<file path="config.mk">
export PLATFORM = sky130hd
export DESIGN_NAME = blockram_access_arbiter_flat
export DESIGN_NICKNAME = d
export VERILOG_FILES = /design/src/rtl/blockram_access_arbiter_pkg.sv /design/src/rtl/blockram_access_arbiter_if.sv /design/src/rtl/blockram_access_arbiter_resp.sv /design/src/rtl/blockram_access_arbiter.sv /design/src/flat_wrapper.sv
export SDC_FILE = /design/constraint.sdc
export NUM_CORES = 1
export LEC_CHECK = 0
export ABC_CLOCK_PERIOD_IN_PS = 3690
export CORE_AREA = 8 8 159 161
export CTS_BUF_LIST = sky130_fd_sc_hd__clkbuf_2
export DETAILED_ROUTE_END_ITERATION = 8
export DIE_AREA = 0 0 167 169
export PLACE_DENSITY = 0.75
export SLEW_MARGIN = 40
export SYNTH_ARGS = -nofsm -noshare
export SYNTH_HDL_FRONTEND = slang
export SYNTH_SLANG_ARGS = --single-unit
export TNS_END_PERCENT = 10
</file>
<file path="constraint.sdc">
create_clock -name clk_in -period 3.69 [get_ports clk_in]
set_input_delay 0.369 -clock clk_in [delete_from_list [all_inputs] [get_ports clk_in]]
set_output_delay 0.369 -clock clk_in [all_outputs]
set_load 0.005 [all_outputs]
</file>
<file path="src/rtl/blockram_access_arbiter_pkg.sv">
// blockram_access_arbiter shared constants and types.
// Imported by the arbiter, its interface and the response FIFO.
package blockram_access_arbiter_pkg;
  localparam int ENTRY_W = 64;
  localparam int NUM_SET = 64;
  localparam int SET_W = 6;
  localparam logic REQ_ID_0 = 1'b0;
  localparam logic REQ_ID_1 = 1'b1;
  localparam int RESP_FIFO_DEPTH = 2;

  typedef struct packed {
    logic id;
    logic is_write;
  } resp_tag_t;
endpackage

</file>
<file path="src/rtl/blockram_access_arbiter_if.sv">
// Request and response channels of the blockram arbiter.
// slave = arbiter side, master = requesters plus response consumer.
interface blockram_access_arbiter_if
  import blockram_access_arbiter_pkg::*;
#(
  parameter int W = ENTRY_W,
  parameter int A = SET_W
);
  logic         req0_valid_in;
  logic         req0_ready_out;
  logic         req0_is_write_in;
  logic [A-1:0] req0_addr_in;
  logic [W-1:0] req0_data_in;
  logic         req1_valid_in;
  logic         req1_ready_out;
  logic         req1_is_write_in;
  logic [A-1:0] req1_addr_in;
  logic [W-1:0] req1_data_in;
  logic         resp_valid_out;
  logic         resp_ready_in;
  logic         resp_id_out;
  logic         resp_is_write_out;
  logic [W-1:0] resp_data_out;

  modport slave (
    input  req0_valid_in, req0_is_write_in,
    input  req0_addr_in, req0_data_in,
    output req0_ready_out,
    input  req1_valid_in, req1_is_write_in,
    input  req1_addr_in, req1_data_in,
    output req1_ready_out,
    output resp_valid_out, resp_id_out,
    output resp_is_write_out, resp_data_out,
    input  resp_ready_in
  );

  modport master (
    output req0_valid_in, req0_is_write_in,
    output req0_addr_in, req0_data_in,
    input  req0_ready_out,
    output req1_valid_in, req1_is_write_in,
    output req1_addr_in, req1_data_in,
    input  req1_ready_out,
    input  resp_valid_out, resp_id_out,
    input  resp_is_write_out, resp_data_out,
    output resp_ready_in
  );
endinterface

</file>
<file path="src/rtl/blockram_access_arbiter_resp.sv">
// blockram_resp_fifo: 2-entry response queue.
// Overflow is prevented upstream by the arbiter's credit check.
module blockram_resp_fifo
  import blockram_access_arbiter_pkg::*;
#(
  parameter int W = 2 + ENTRY_W
) (
  input  logic         clk_i,
  input  logic         rst_ni,
  input  logic         push_i,
  input  logic [W-1:0] push_data_i,
  input  logic         pop_i,
  output logic [W-1:0] head_o,
  output logic [1:0]   count_o,
  output logic         full_o,
  output logic         empty_o
);
  logic [W-1:0] mem_q [2];
  logic         wr_q, wr_d;
  logic         rd_q, rd_d;
  logic [1:0]   cnt_q, cnt_d;
  logic         do_pop;

  assign do_pop = pop_i && !empty_o;

  always_comb begin
    wr_d  = wr_q ^ push_i;
    rd_d  = rd_q ^ do_pop;
    cnt_d = cnt_q + {1'b0, push_i}
                  - {1'b0, do_pop};
  end

  always_ff @(posedge clk_i or negedge rst_ni) begin
    if (!rst_ni) begin
      mem_q[0] <= '0;
      mem_q[1] <= '0;
      wr_q     <= 1'b0;
      rd_q     <= 1'b0;
      cnt_q    <= 2'd0;
    end else begin
      if (push_i) mem_q[wr_q] <= push_data_i;
      wr_q  <= wr_d;
      rd_q  <= rd_d;
      cnt_q <= cnt_d;
    end
  end

  assign head_o  = mem_q[rd_q];
  assign count_o = cnt_q;
  assign full_o  = (cnt_q == 2'(RESP_FIFO_DEPTH));
  assign empty_o = (cnt_q == 2'd0);
endmodule

</file>
<file path="src/rtl/blockram_access_arbiter.sv">
// Round-robin arbiter sharing one dual-port blockram between two
// requesters, with a credit-checked 2-entry response queue.
module blockram_access_arbiter
  import blockram_access_arbiter_pkg::*;
#(
  parameter int SINGLE_ENTRY_SIZE_IN_BITS = ENTRY_W,
  parameter int NUM_SET = 64,
  parameter int SET_PTR_WIDTH_IN_BITS = SET_W
) (
  input  logic clk_in,
  input  logic reset_in,
  blockram_access_arbiter_if.slave bus,
  output logic ram_read_en_out,
  output logic [SET_PTR_WIDTH_IN_BITS-1:0]
               ram_read_set_addr_out,
  input  logic [SINGLE_ENTRY_SIZE_IN_BITS-1:0]
               ram_read_entry_in,
  output logic ram_write_en_out,
  output logic [SET_PTR_WIDTH_IN_BITS-1:0]
               ram_write_set_addr_out,
  output logic [SINGLE_ENTRY_SIZE_IN_BITS-1:0]
               ram_write_entry_out,
  input  logic [SINGLE_ENTRY_SIZE_IN_BITS-1:0]
               ram_evict_entry_in
);
  localparam int W  = SINGLE_ENTRY_SIZE_IN_BITS;
  localparam int A  = SET_PTR_WIDTH_IN_BITS;
  localparam int FW = 2 + W;

  logic      rr_q, rr_d;
  logic      infl_q, infl_d;
  resp_tag_t tag_q, tag_d;

  logic          v0, v1;
  logic          gnt0, gnt1, gnt;
  logic          sel_wr;
  logic [A-1:0]  sel_addr;
  logic [W-1:0]  sel_data;
  logic          pop, credit_ok;
  logic [2:0]    occ;
  logic [FW-1:0] push_data, head;
  logic [1:0]    f_count;
  logic          f_full, f_empty;

  assign v0 = bus.req0_valid_in;
  assign v1 = bus.req1_valid_in;

  assign pop = !f_empty && bus.resp_ready_in;
  // Responses granted but not yet consumed, after this cycle's pop.
  assign occ = {1'b0, f_count} + {2'b0, infl_q}
             - {2'b0, pop};
  assign credit_ok = (occ < 3'd2);

  always_comb begin
    gnt0 = 1'b0;
    gnt1 = 1'b0;
    if (credit_ok && reset_in) begin
      unique case (1'b1)
        (v0 && v1): begin
          gnt0 = (rr_q == REQ_ID_0);
          gnt1 = (rr_q == REQ_ID_1);
        end
        (v0 && !v1): gnt0 = 1'b1;
        (!v0 && v1): gnt1 = 1'b1;
        default: ;
      endcase
    end
  end

  assign gnt = gnt0 | gnt1;
  assign bus.req0_ready_out = gnt0;
  assign bus.req1_ready_out = gnt1;

  always_comb begin
    sel_wr   = bus.req0_is_write_in;
    sel_addr = bus.req0_addr_in;
    sel_data = bus.req0_data_in;
    if (gnt1) begin
      sel_wr   = bus.req1_is_write_in;
      sel_addr = bus.req1_addr_in;
      sel_data = bus.req1_data_in;
    end
  end

  always_comb begin
    ram_read_en_out        = gnt && !sel_wr;
    ram_write_en_out       = gnt && sel_wr;
    ram_read_set_addr_out  = '0;
    ram_write_set_addr_out = '0;
    ram_write_entry_out    = '0;
    if (ram_read_en_out)
      ram_read_set_addr_out = sel_addr;
    if (ram_write_en_out) begin
      ram_write_set_addr_out = sel_addr;
      ram_write_entry_out    = sel_data;
    end
  end

  always_comb begin
    rr_d   = rr_q;
    infl_d = gnt;
    tag_d  = tag_q;
    if (gnt0) rr_d = REQ_ID_1;
    if (gnt1) rr_d = REQ_ID_0;
    if (gnt) begin
      tag_d.id       = gnt1 ? REQ_ID_1 : REQ_ID_0;
      tag_d.is_write = sel_wr;
    end
  end

  always_ff @(posedge clk_in or negedge reset_in) begin
    if (!reset_in) begin
      rr_q   <= REQ_ID_0;
      infl_q <= 1'b0;
      tag_q  <= '0;
    end else begin
      rr_q   <= rr_d;
      infl_q <= infl_d;
      tag_q  <= tag_d;
    end
  end

  assign push_data = {tag_q,
    tag_q.is_write ? ram_evict_entry_in
                   : ram_read_entry_in};

  blockram_resp_fifo #(.W(FW)) u_fifo (
    .clk_i       (clk_in),
    .rst_ni      (reset_in),
    .push_i      (infl_q),
    .push_data_i (push_data),
    .pop_i       (pop),
    .head_o      (head),
    .count_o     (f_count),
    .full_o      (f_full),
    .empty_o     (f_empty)
  );

  assign bus.resp_valid_out = !f_empty;
  assign bus.resp_id_out =
    !f_empty && head[FW-1];
  assign bus.resp_is_write_out =
    !f_empty && head[FW-2];
  assign bus.resp_data_out =
    f_empty ? '0 : head[W-1:0];
endmodule
</file>
<file path="src/flat_wrapper.sv">
// flat-port wrapper written by rule: the top's interface ports become plain ports
module blockram_access_arbiter_flat import blockram_access_arbiter_pkg::*;
#(
  parameter int SINGLE_ENTRY_SIZE_IN_BITS = ENTRY_W,
  parameter int NUM_SET = 64,
  parameter int SET_PTR_WIDTH_IN_BITS = SET_W
)
  (clk_in, reset_in, ram_read_en_out, ram_read_set_addr_out, ram_read_entry_in, ram_write_en_out, ram_write_set_addr_out, ram_write_entry_out, ram_evict_entry_in, bus_req0_valid_in, bus_req0_is_write_in, bus_req0_addr_in, bus_req0_data_in, bus_req0_ready_out, bus_req1_valid_in, bus_req1_is_write_in, bus_req1_addr_in, bus_req1_data_in, bus_req1_ready_out, bus_resp_valid_out, bus_resp_id_out, bus_resp_is_write_out, bus_resp_data_out, bus_resp_ready_in);
  blockram_access_arbiter_if bus_i ();
  input  logic clk_in;
  input  logic reset_in;
  output logic ram_read_en_out;
  output logic [SET_PTR_WIDTH_IN_BITS-1:0] ram_read_set_addr_out;
  input  logic [SINGLE_ENTRY_SIZE_IN_BITS-1:0] ram_read_entry_in;
  output logic ram_write_en_out;
  output logic [SET_PTR_WIDTH_IN_BITS-1:0] ram_write_set_addr_out;
  output logic [SINGLE_ENTRY_SIZE_IN_BITS-1:0] ram_write_entry_out;
  input  logic [SINGLE_ENTRY_SIZE_IN_BITS-1:0] ram_evict_entry_in;
  input wire logic [$bits(bus_i.req0_valid_in)-1:0] bus_req0_valid_in;
  input wire logic [$bits(bus_i.req0_is_write_in)-1:0] bus_req0_is_write_in;
  input wire logic [$bits(bus_i.req0_addr_in)-1:0] bus_req0_addr_in;
  input wire logic [$bits(bus_i.req0_data_in)-1:0] bus_req0_data_in;
  output wire logic [$bits(bus_i.req0_ready_out)-1:0] bus_req0_ready_out;
  input wire logic [$bits(bus_i.req1_valid_in)-1:0] bus_req1_valid_in;
  input wire logic [$bits(bus_i.req1_is_write_in)-1:0] bus_req1_is_write_in;
  input wire logic [$bits(bus_i.req1_addr_in)-1:0] bus_req1_addr_in;
  input wire logic [$bits(bus_i.req1_data_in)-1:0] bus_req1_data_in;
  output wire logic [$bits(bus_i.req1_ready_out)-1:0] bus_req1_ready_out;
  output wire logic [$bits(bus_i.resp_valid_out)-1:0] bus_resp_valid_out;
  output wire logic [$bits(bus_i.resp_id_out)-1:0] bus_resp_id_out;
  output wire logic [$bits(bus_i.resp_is_write_out)-1:0] bus_resp_is_write_out;
  output wire logic [$bits(bus_i.resp_data_out)-1:0] bus_resp_data_out;
  input wire logic [$bits(bus_i.resp_ready_in)-1:0] bus_resp_ready_in;
  assign bus_i.req0_valid_in = bus_req0_valid_in;
  assign bus_i.req0_is_write_in = bus_req0_is_write_in;
  assign bus_i.req0_addr_in = bus_req0_addr_in;
  assign bus_i.req0_data_in = bus_req0_data_in;
  assign bus_req0_ready_out = bus_i.req0_ready_out;
  assign bus_i.req1_valid_in = bus_req1_valid_in;
  assign bus_i.req1_is_write_in = bus_req1_is_write_in;
  assign bus_i.req1_addr_in = bus_req1_addr_in;
  assign bus_i.req1_data_in = bus_req1_data_in;
  assign bus_req1_ready_out = bus_i.req1_ready_out;
  assign bus_resp_valid_out = bus_i.resp_valid_out;
  assign bus_resp_id_out = bus_i.resp_id_out;
  assign bus_resp_is_write_out = bus_i.resp_is_write_out;
  assign bus_resp_data_out = bus_i.resp_data_out;
  assign bus_i.resp_ready_in = bus_resp_ready_in;
  blockram_access_arbiter #(.SINGLE_ENTRY_SIZE_IN_BITS(SINGLE_ENTRY_SIZE_IN_BITS), .NUM_SET(NUM_SET), .SET_PTR_WIDTH_IN_BITS(SET_PTR_WIDTH_IN_BITS)) u_core (.clk_in(clk_in), .reset_in(reset_in), .bus(bus_i), .ram_read_en_out(ram_read_en_out), .ram_read_set_addr_out(ram_read_set_addr_out), .ram_read_entry_in(ram_read_entry_in), .ram_write_en_out(ram_write_en_out), .ram_write_set_addr_out(ram_write_set_addr_out), .ram_write_entry_out(ram_write_entry_out), .ram_evict_entry_in(ram_evict_entry_in));
endmodule
</file>
==> results_dict.tcl, run 1 <==
set metrics [dict create \
    crit_path_end_kind "output pin" \
    critPathTopFamily "buffers and inverters" \
    yosysWarnings 0 \
    slew_headroom_pct 46.4 \
    clkSinkCount 140 \
    min_period_ps 3720 \
    fin_skew_ps 18.9 \
    start_util_pct 35.7 \
    die_area_um2 28200 \
    slowest_delay_ps 470 \
    io_buffer_count 421 \
    tightest_slew_ps 804 \
    syn_nets 1225 \
    hpwl_mm 23.9 \
    synth_edf_count 0 \
    io_pins 422 \
    drive_gt1_share_pct 18.8 \
    ys_seq_area_share_pct 42.9 \
    grtUsageTotal_pct 23.0 \
    grt_pass1_wl_mm 51.2 \
    grt_pass1_vias 8892 \
    ant_nets 0 \
    setup_viol 6 \
    worst_slack_ps -30.2 \
    worstSetupPathType "reg2out" \
    syn_to_final_growth_pct 63.6 \
    die_h_um 169 \
    syn-mean-instance-area_um2 8.65 \
    grt_max_degree 78 \
    netlist_instances 945 \
    crit_path_start_kind "register" \
    seq_area_um2 3510 \
    clkLatencyLatePin_ps 640 \
    cts_tree "built" \
    status "complete, but fails checks" \
    fmax_mhz 269 \
    stdcell_count 1635 \
    finalSetupTns_ps -65.7 \
    combPwrFrac_pct 63.5 \
    synth_area_leaders "dfrtp_1 43%, mux2i_1 16%, nor2_1 9.1%" \
    synth_commonest_cells "198 x nor2_1, 140 x dfrtp_1, 130 x mux2i_1, 129 x a21oi_1, 76 x a211oi_1" \
    die_width_um 167 \
    cts.clk_slew.worst_paths_ps 210 \
    crit_arrival_ps 3350 \
    hold_viol 0 \
    cap_violations 0 \
    cp_data_required_time_ps 3320 \
    power.switching_mw 4.21 \
    placed_cell_area_um2 12700 \
    dr.first_iter.drc_count 561 \
    design_area_um2 13400 \
    post-place-ws_ps -139 \
    internal_power_mw 6.05 \
    min_path_type "in2async" \
    yosysMostFrequentCell "nor2_1" \
    path_buf_inv 8 \
    ys_types 30 \
    critPathSlowestCell "dfrtp_2" \
    ys.flop_type "dfrtp_1" \
    multi_input_area_um2 4710 \
    drt_first_pass_iters 5 \
    cts_htree_levels 4 \
    ys_seq_elements 140 \
    p_sw_share_pct 41.0 \
    clk_path_buf_depth 2 \
    rows 56 \
    p_leak_nw 5.58 \
    synthArstFlopShare_pct 100 \
    root_buffer "clkbuf_2" \
    dpl.cell_count 1579 \
    nFillCells 2020 \
    rsz0062_at_grt "yes" \
    core-area_um2 22900 \
    clockPowerShare_pct 9.6 \
    ir_worst_vdd_mv 0.460 \
    cellPowerDensity_nw_per_um2 767 \
    finalWeightedCongestion 0.874 \
    yosysTopAreaCell "dfrtp_1" \
    antenna_found_initial 2 \
    routed_via_density 5.38 \
    cp_cell_sequence "nor2_4 > inv_2 > and2_4 > ha_4 > inv_4 > ha_4 > inv_2 > fa_2 > xnor2_2 > buf_4 > nand3_4 > buf_6 > buf_12 > buf_8 > a211oi_4 > buf_2" \
    cp_max_fo 5 \
    period_share_pct 101 \
    failed_checks "setup timing" \
    netlist.area_leader.share_pct 42.9 \
    holdWs_ps 101 \
    routed_wl_mm 33.6 \
    nets 1610 \
    p_seq_share_pct 26.8 \
    via_count 8789 \
    wl_per_cell_um 20.6 \
    report.final.slew_viol_count 0 \
    numCtsBuffers 17 \
    overflow 0 \
    route.detailed.drc 0 \
    syn_area_um2 8170 \
]
-- area by class of cell --
| class | count | share of cell area [%] |
|---|---|---|
| Sequential cell | 140 | 26.3 |
| Clock inverter | 14 | 1.40 |
| Timing Repair Buffer | 462 | 33.3 |
| Antenna cell | 2 | 0.0374 |
| Tap cell | 290 | 2.71 |
| Multi-Input combinational cell | 698 | 35.2 |
| Inverter | 11 | 0.337 |
| Clock buffer | 18 | 0.674 |
-- placed cells by master, fill, tap and decap left out, types with 2 or more instances in the layout --
cell type / synthesis / final
ha_4: 0 / 4
buf_2: 30 / 78
a211oi_2: 0 / 70
mux2_2: 4 / 4
nand2_1: 2 / 2
buf_12: 0 / 13
clkinv_4: 0 / 4
a211oi_4: 0 / 4
clkinvlp_4: 0 / 3
buf_6: 0 / 6
bufinv_16: 0 / 3
nor2_1: 198 / 197
diode_2: 0 / 2
buf_16: 0 / 7
inv_2: 0 / 2
o21ai_0: 69 / 69
buf_8: 0 / 2
inv_1: 11 / 7
dfrtp_1: 140 / 137
inv_6: 0 / 2
a211oi_1: 76 / 2
clkdlybuf4s50_1: 0 / 339
nand3_1: 70 / 70
buf_4: 4 / 13
dfrtp_4: 0 / 2
mux2i_1: 130 / 130
inv_8: 0 / 2
clkbuf_2: 0 / 21
a21oi_1: 129 / 129
-- metrics by stage --
stage | total power, mW | utilization, %
CTS | 10.4 | 58.3
detailed placement | 8.46 | 55.3
global route | 11.0 | 58.3
floorplan | 5.57 | -
global placement | 8.34 | 55.3
finish | 10.3 | 58.3
-- layer usage --
| metal | wire length, um | global-route usage [%] | part of all wire [%] | up-vias |
|---|---|---|---|---|
| li1 | - | - | - | 4112 |
| met1 | 12200 | 24.6 | 36 | 4239 |
| met2 | 17600 | 41.6 | 52 | 382 |
| met3 | 2730 | 7.01 | 8.1 | 56 |
| met4 | 1170 | 9.24 | 3.5 | 0 |
| met5 | 0 | 0 | 0 | - |
-- final timing paths --
kind,startpoint,endpoint,slack [ps],cells past startpoint
max,u_core.u_fifo.count_o[1]$_DFF_PN0_,ram_write_entry_out[30],-30,16
min,reset_in,u_core.push_data[64]$_DFFE_PN0P_,100,2
max reg2reg,u_core.u_fifo.count_o[1]$_DFF_PN0_,u_core.push_data[64]$_DFFE_PN0P_,1080,15
min reg2reg,u_core.u_fifo.mem_q[130]$_DFFE_PN0P_,u_core.u_fifo.mem_q[130]$_DFFE_PN0P_,530,1
max in group asynchronous,reset_in,u_core.u_fifo.rd_q$_DFF_PN0_,2170,4
min in group clk_in,ram_read_entry_in[43],u_core.u_fifo.mem_q[43]$_DFFE_PN0P_,360,3
-- power by group through the flow --
stage               clock network, mW  logic, mW  registers, mW
finish                          0.987       6.51           2.75
detailed placement                  0       5.66           2.80
global placement                    0       5.59           2.75
global route                     1.09       7.05           2.86
CTS                              1.03       6.60           2.75
floorplan                           0       3.02           2.55
-- cell families after synthesis --
| group | share of synthesized area, % |
|---|---|
| buf+inv | 5.56 |
| simple gates | 13.9 |
| flops | 42.9 |
| compound gates | 20.1 |
| mux | 16.5 |
| fa+ha+maj | 0.857 |
| xor+xnor | 0.214 |
-- repair_timing --
| item | 4_1_cts | 5_1_grt |
|---|---|---|
| hold buffers | 1 | 0 |
| endpoints found under the hold margin | 76 | 0 |
| gates cloned | 8 | 0 |
| resized for setup | 402 | 30 |
| pin swaps | 29 | 48 |
| endpoints found under the setup margin | 80 | 80 |
| buffers inserted | 12 | 2 |
-- registers in the layout, summed over array words and instances (netlist names) --
name,count
u_core.push_data,2
u_core.infl_q,1
u_core.u_fifo.rd_q,1
u_core.u_fifo.mem_q,132
u_core.u_fifo.wr_q,1
u_core.u_fifo.count_o,2
u_core.rr_q,1
Note: power is estimated with default switching activity, not from simulation.
==> run 2, diff against run 1 <==
Settings changed: CAP_MARGIN from default to 30.
==> results of run 2 <==
Final layout, timing and power as in run 1 (identical DEF).
